**config.mk**
```make
export PLATFORM = sky130hd
export DESIGN_NAME = servo_pwm
export DESIGN_NICKNAME = d
export VERILOG_FILES = /design/src/rtl/servo_pkg.sv /design/src/rtl/servo_tick.sv /design/src/rtl/servo_pwm.sv
export SDC_FILE = /design/constraint.sdc
export NUM_CORES = 1
export LEC_CHECK = 0
export BUFFER_PORTS_ARGS = -buffer_cell sky130_fd_sc_hd__buf_2
export CAP_MARGIN = 20
export CORE_UTILIZATION = 35
export CTS_CLUSTER_DIAMETER = 120
export DETAILED_ROUTE_END_ITERATION = 10
export SLEW_MARGIN = 30
export SYNTH_ARGS = -nofsm -noshare
export SYNTH_HDL_FRONTEND = slang
export SYNTH_SLANG_ARGS = --single-unit
```
**constraint.sdc**
```tcl
create_clock -name clk -period 2.2 [get_ports clk]
set_clock_uncertainty 0.05 [all_clocks]
set_input_delay 0.44 -clock clk [delete_from_list [all_inputs] [get_ports clk]]
set_output_delay 0.44 -clock clk [all_outputs]
set_load 0.005 [all_outputs]
```
**src/rtl/servo_pkg.sv**
```systemverilog
// Shared servo timing defaults and step-request decoding for the servo_pwm
// block and the debouncer-driven top level.
package servo_pkg;

  localparam int unsigned DEF_PERIOD_US = 20000;
  localparam int unsigned DEF_MIN_US    = 1000;
  localparam int unsigned DEF_MAX_US    = 2000;
  localparam int unsigned DEF_CENTER_US = 1500;
  localparam int unsigned DEF_STEP_US   = 10;

  typedef enum logic [1:0] {
    STEP_HOLD,
    STEP_UP,
    STEP_DN,
    STEP_CENTER
  } step_e;

  // Centre wins over steps; opposing steps in the same clock cancel.
  function automatic step_e decode_step(input logic up, input logic dn, input logic ctr);
    if (ctr)
      return STEP_CENTER;
    if (up && !dn)
      return STEP_UP;
    if (dn && !up)
      return STEP_DN;
    return STEP_HOLD;
  endfunction

endpackage

```
**src/rtl/servo_tick.sv**
```systemverilog
// Microsecond prescaler: one-clock us_tick every CLK_HZ/1000000 clocks
// (every clock when the divisor is 1).
module servo_tick #(
  parameter int unsigned CLK_HZ = 25000000
) (
  input  logic clk,
  input  logic resetn,
  output logic us_tick
);

  localparam int unsigned   DIV  = CLK_HZ / 1000000;
  localparam int unsigned   CW   = (DIV > 1) ? $clog2(DIV) : 1;
  localparam logic [CW-1:0] LAST = CW'(DIV - 1);

  logic [CW-1:0] cnt;

  always_ff @(posedge clk) begin
    if (!resetn || cnt == LAST)
      cnt <= '0;
    else
      cnt <= cnt + CW'(1);
  end

  assign us_tick = (cnt == LAST);

endmodule

```
**src/rtl/servo_pwm.sv**
```systemverilog
// Servo PWM generator: step/centre requests adjust a target width that is
// latched at each frame start and driven out as a registered pulse.
module servo_pwm
  import servo_pkg::*;
#(
  parameter int unsigned CLK_HZ    = 25000000,
  parameter int unsigned PERIOD_US = DEF_PERIOD_US,
  parameter int unsigned MIN_US    = DEF_MIN_US,
  parameter int unsigned MAX_US    = DEF_MAX_US,
  parameter int unsigned CENTER_US = DEF_CENTER_US,
  parameter int unsigned STEP_US   = DEF_STEP_US
) (
  input  logic        clk,
  input  logic        resetn,
  input  logic        trans_up,
  input  logic        trans_dn,
  input  logic        center,
  output logic        pwm,
  output logic [10:0] width_us,
  output logic        at_min,
  output logic        at_max,
  output logic        frame
);

  localparam logic [14:0] PERIOD_LAST = 15'(PERIOD_US - 1);
  localparam logic [10:0] MIN_T       = 11'(MIN_US);
  localparam logic [10:0] MAX_T       = 11'(MAX_US);
  localparam logic [10:0] CENTER_T    = 11'(CENTER_US);
  localparam logic [10:0] STEP_T      = 11'(STEP_US);
  localparam logic [11:0] UP_CEIL     = 12'(MAX_US);
  localparam logic [11:0] DN_FLOOR    = 12'(MIN_US + STEP_US);

  logic        started;
  logic        tick_resetn;
  logic        us_tick;
  logic        frame_start;
  logic [14:0] period_us;
  logic [10:0] target;
  logic [10:0] target_nx;
  logic [10:0] active_width;
  logic [11:0] up_sum;

  // Prescaler stays cleared through the first post-reset clock so that the
  // opening frame has period_us=0 for a full microsecond like every other.
  assign tick_resetn = resetn & started;

  servo_tick #(.CLK_HZ(CLK_HZ)) u_tick (
    .clk     (clk),
    .resetn  (tick_resetn),
    .us_tick (us_tick)
  );

  assign up_sum = {1'b0, target} + {1'b0, STEP_T};

  always_comb begin
    target_nx = target;
    case (decode_step(trans_up, trans_dn, center))
      STEP_CENTER: target_nx = CENTER_T;
      STEP_UP:     target_nx = (up_sum > UP_CEIL) ? MAX_T : up_sum[10:0];
      STEP_DN:     target_nx = ({1'b0, target} < DN_FLOOR) ? MIN_T : target - STEP_T;
      default:     target_nx = target;
    endcase
  end

  assign frame_start = !started || (us_tick && period_us == PERIOD_LAST);

  always_ff @(posedge clk) begin
    if (!resetn) begin
      started      <= 1'b0;
      target       <= CENTER_T;
      active_width <= CENTER_T;
      period_us    <= '0;
      frame        <= 1'b0;
      pwm          <= 1'b0;
    end else begin
      started <= 1'b1;
      target  <= target_nx;
      frame   <= frame_start;
      pwm     <= started && (period_us < {4'b0, active_width});
      if (frame_start) begin
        active_width <= target;
        period_us    <= '0;
      end else if (us_tick) begin
        period_us <= period_us + 15'd1;
      end
    end
  end

  assign width_us = target;
  assign at_min   = (target == MIN_T);
  assign at_max   = (target == MAX_T);

endmodule

```
==> results_tabular.tex <==
\begin{tabular}{lr}
\hline
Metric & Value \\
\hline
\multicolumn{2}{l}{\textbf{Timing}} \\
Pins over their slew limit & 0 \\
FMAX & around 470 MHz \\
Unrepaired setup endpoints after global routing & true \\
Worst Tran Pin Value & 540 ps \\
Setup TNS after final layout & 0 ps \\
Clock period minus worst slack & around 2100 ps \\
Share of the cycle needed by the critical path after routing & 97.3\% \\
Number of hold violations in the final report & 0 \\
Endpoints failing setup & 0 \\
Max transition margin & 63.6\% \\
\multicolumn{2}{l}{\textbf{Yosys}} \\
Parity-gate share of the synthesized area counting xor and xnor cells & a little under a tenth \\
Number of flops mapped to enable cells by yosys & 0 \\
Fraction of the mapped netlist area in simple logic gates & 24.2\% \\
Share of flip-flops with an asynchronous set or reset & 0\% \\
Cells after Synth & 314 \\
Sequential-to-total area share from yosys stat & 32.9\% \\
Area share of fa/ha/maj cells after synthesis & 8.61\% \\
YS warnings & 0 \\
Number of library cell types mapped by synthesis & 62 \\
Post-synthesis compound-gate area fraction & 16.5\% \\
Synth Area per Inst & 8.33 um2 \\
Flops \& latches, synth & 43 \\
Top FF cell, synth & sky130\_fd\_sc\_hd\_\_dfxtp\_1 \\
Multiplexer fraction of the synthesized cell area & 1.20\% \\
Main combinational cell family by area after synthesis & simple AND/OR/NAND/NOR gates \\
Net count of the mapped netlist & 337 \\
Post-synthesis cell area & 2620 um2 \\
\multicolumn{2}{l}{\textbf{Floorplanning}} \\
Overall die width & 88.5 um \\
Number of core rows & 31 \\
Y dimension of the die & 88.5 um \\
Placeable Area & 7250 um2 \\
Top-level port count & 20 \\
Full die area & around 7800 um2 \\
Initial cell density of the core & around 36\% \\
\multicolumn{2}{l}{\textbf{Finish}} \\
Antenna diodes & 0 \\
Fraction of final layout cells with drive strength greater than 1 & 23.9\% \\
Layout overhead on the synthesized area & 19.4\% \\
Final standard cell count with taps included and fillers excluded & 455 \\
Total area of sequential cells & between 800 and 900 um2 \\
End-of-flow core utilization & approximately 43\% \\
Area of the multi-input gates & between 1500 and 2000 um2 \\
Final Net Count & 378 \\
Most common cell after layout, fill and taps aside & sky130\_fd\_sc\_hd\_\_dfxtp\_1 \\
Number of fill cells in the layout & 741 \\
Most frequent cells in the layout & sky130\_fd\_sc\_hd\_\_dfxtp\_1 (38), sky130\_fd\_sc\_hd\_\_nor2\_1 (37), sky130\_fd\_sc\_hd\_\_inv\_1 (27), sky130\_fd\_sc\_hd\_\_buf\_4 (26), sky130\_fd\_sc\_hd\_\_nand2\_1 (24) \\
\multicolumn{2}{l}{\textbf{Worst setup path}} \\
Register-to-register setup slack & about 60 ps \\
Kind of end point of the critical path & flip-flop \\
Worst Path Arrival & 2250 ps \\
Required time reported for the critical path endpoint & roughly 2300 ps \\
Max stage delay cell, worst path & sky130\_fd\_sc\_hd\_\_dfxtp\_2 \\
Type of origin of the critical path & flip-flop \\
Cell-by-cell trace of the critical path & ha\_2 > nor2\_1 > nor4\_4 > a311o\_1 > o311ai\_4 > a311oi\_1 > o221ai\_1 \\
Crit path kind & flip-flop to flip-flop \\
Largest stage delay, worst path & 370 ps \\
Max Fanout on Critical Path & 6 \\
Count of buffer and inverter cells on the critical path & 0 \\
Cell class contributing the biggest share of worst-path delay & compound AO/OA/AOI/OAI gates \\
\multicolumn{2}{l}{\textbf{Min path}} \\
Worst hold-check path type & flip-flop to flip-flop \\
\multicolumn{2}{l}{\textbf{Clocking}} \\
Max H-tree Level & 2 \\
TritonCTS clock tree & built \\
Clock edge transition at the registers on the reported setup and hold paths & $\sim$80 ps \\
Maximum clock path buffer count & 2 \\
Clock latency of the later-clocked register in the worst-skew pair & approximately 310 ps \\
Number of buffers created by CTS & 5 \\
Master cell of the clock root buffer & sky130\_fd\_sc\_hd\_\_clkbuf\_8 \\
Count of clock tree sinks & 43 \\
\multicolumn{2}{l}{\textbf{Drt}} \\
Average detailed-routed wire length per instance & 13.8 um \\
Number of remaining DRC errors & 0 \\
Post-detailed-route via-to-cell ratio & approximately 5.2 \\
Number of DRC markers after the initial detailed-route iteration & 120 \\
Antenna-violating nets left & 0 \\
Overall routed net length & 6300 um \\
Total number of vias & 2355 \\
Number of detailed-routing iterations run before antenna repair & 4 \\
\multicolumn{2}{l}{\textbf{Placement}} \\
Half-perimeter wire length of the detailed placement result & 4550 um \\
Routability congestion estimate & approximately 0.91 \\
Placed instance count & between 400 and 500 \\
Number of port buffers & 18 \\
\multicolumn{2}{l}{\textbf{Global routing}} \\
Number of global-route vias before repair & 2181 \\
Wire length of the first global-routing pass & 10100 um \\
Overflow left after global routing & 0 \\
Initial antenna violation count & 0 \\
Pin count of the biggest net entering global routing & 25 \\
Total track usage & between 10\% and 20\% \\
\multicolumn{2}{l}{\textbf{Power}} \\
Worst VDD drop & 0.000286 V \\
Power density normalized to cell area & 547 nW/um2 \\
Leakage power summed over all cells & 1.30 nW \\
\multicolumn{2}{l}{\textbf{Outcome}} \\
Run status & completed \\
\multicolumn{2}{l}{\textbf{Run}} \\
Max-capacitance violation count & 0 \\
\hline
\end{tabular}
-- per-layer routing --
layer / global-route usage [%] / vias to the layer above / part of all wire [%]
li1: - / 1173 / -
met1: 21.3 / 1107 / 46
met2: 28.1 / 69 / 48
met3: 3.45 / 6 / 5.4
met4: 6.16 / 0 / 1.3
met5: 0 / - / 0
-- kinds of logic (layout without fill, tap and decap cells) --
kind of cell	after synthesis	in the layout
other	1	1
AOI/OAI and AO/OA	63	63
DFF	43	43
buffers and inverters	41	82
xor gates and xnor gates	27	27
and+or+nand+nor	118	119
muxes	3	3
adders and majority gates	18	18
-- synth_stat cells, drive strengths merged (3+ instances only) --
master,count,area share (%)
nand4,9,3.0
nor2,40,6.0
nor3,7,1.3
inv,27,3.9
a21oi,13,3.3
nor2b,4,0.96
o21a,4,1.1
nand2,26,3.8
a31oi,4,0.96
o21ai,20,3.8
xnor2,13,4.4
clkbuf,3,0.43
nor4,5,1.8
nand3,10,2.4
o22ai,3,0.72
ha,18,8.6
dfxtp,43,33
xor2,14,4.7
buf,10,2.8
-- worst paths after layout --
path | start | depth (start not counted) | to
min reg2reg | u_tick.cnt[0] | 1 | u_tick.cnt[0]
min | u_tick.cnt[0] | 1 | u_tick.cnt[0]
max | width_us[2] | 7 | width_us[3]
max reg2reg | width_us[2] | 7 | width_us[3]
-- layout make-up --
| class | count | area share (%) |
|---|---|---|
| multi-input combinational | 231 | 52.1 |
| sequential | 43 | 27.9 |
| timing repair buffer | 46 | 9.86 |
| tap | 99 | 3.97 |
| inverter | 28 | 3.45 |
| clock buffer | 6 | 2.32 |
| clock inverter | 2 | 0.401 |
-- registers in the layout (all words and copies together) (netlist names) --
| register | cells |
|---|---|
| u_tick.cnt | 5 |
| period_us | 15 |
| started | 1 |
| width_us | 10 |
| frame | 1 |
| active_width | 10 |
| pwm | 1 |
-- per-stage QoR --
stage | hold WS [ps] | power [mW] | cell area (um2) | worst slack (ps)
floorplan | 380 | 1.07 | 2620 | 165
global placement | 397 | 1.19 | 2930 | 151
detailed placement | 406 | 1.19 | 2930 | 63.2
CTS | 381 | 1.71 | 3030 | 27.7
global route | 422 | 1.79 | 3120 | -21.1
finish | 421 | 1.71 | 3120 | 59.9
-- where the power goes --
| part | total, mW | leakage (nW) | internal, mW | switching [mW] |
|---|---|---|---|---|
| Combinational | 0.357 | 0.905 | 0.149 | 0.208 |
| Sequential | 0.841 | 0.350 | 0.808 | 0.0334 |
| Clock | 0.510 | 0.0412 | 0.222 | 0.287 |
-- what timing repair did --
action,CTS,global route
hold buffers,0,0
setup endpoints to repair,2,6
gates cloned,0,1
pin swaps,2,1
gates resized for setup,3,17
hold endpoints to repair,0,0
buffers inserted,0,3
Note: power is estimated with default switching activity, not from simulation.
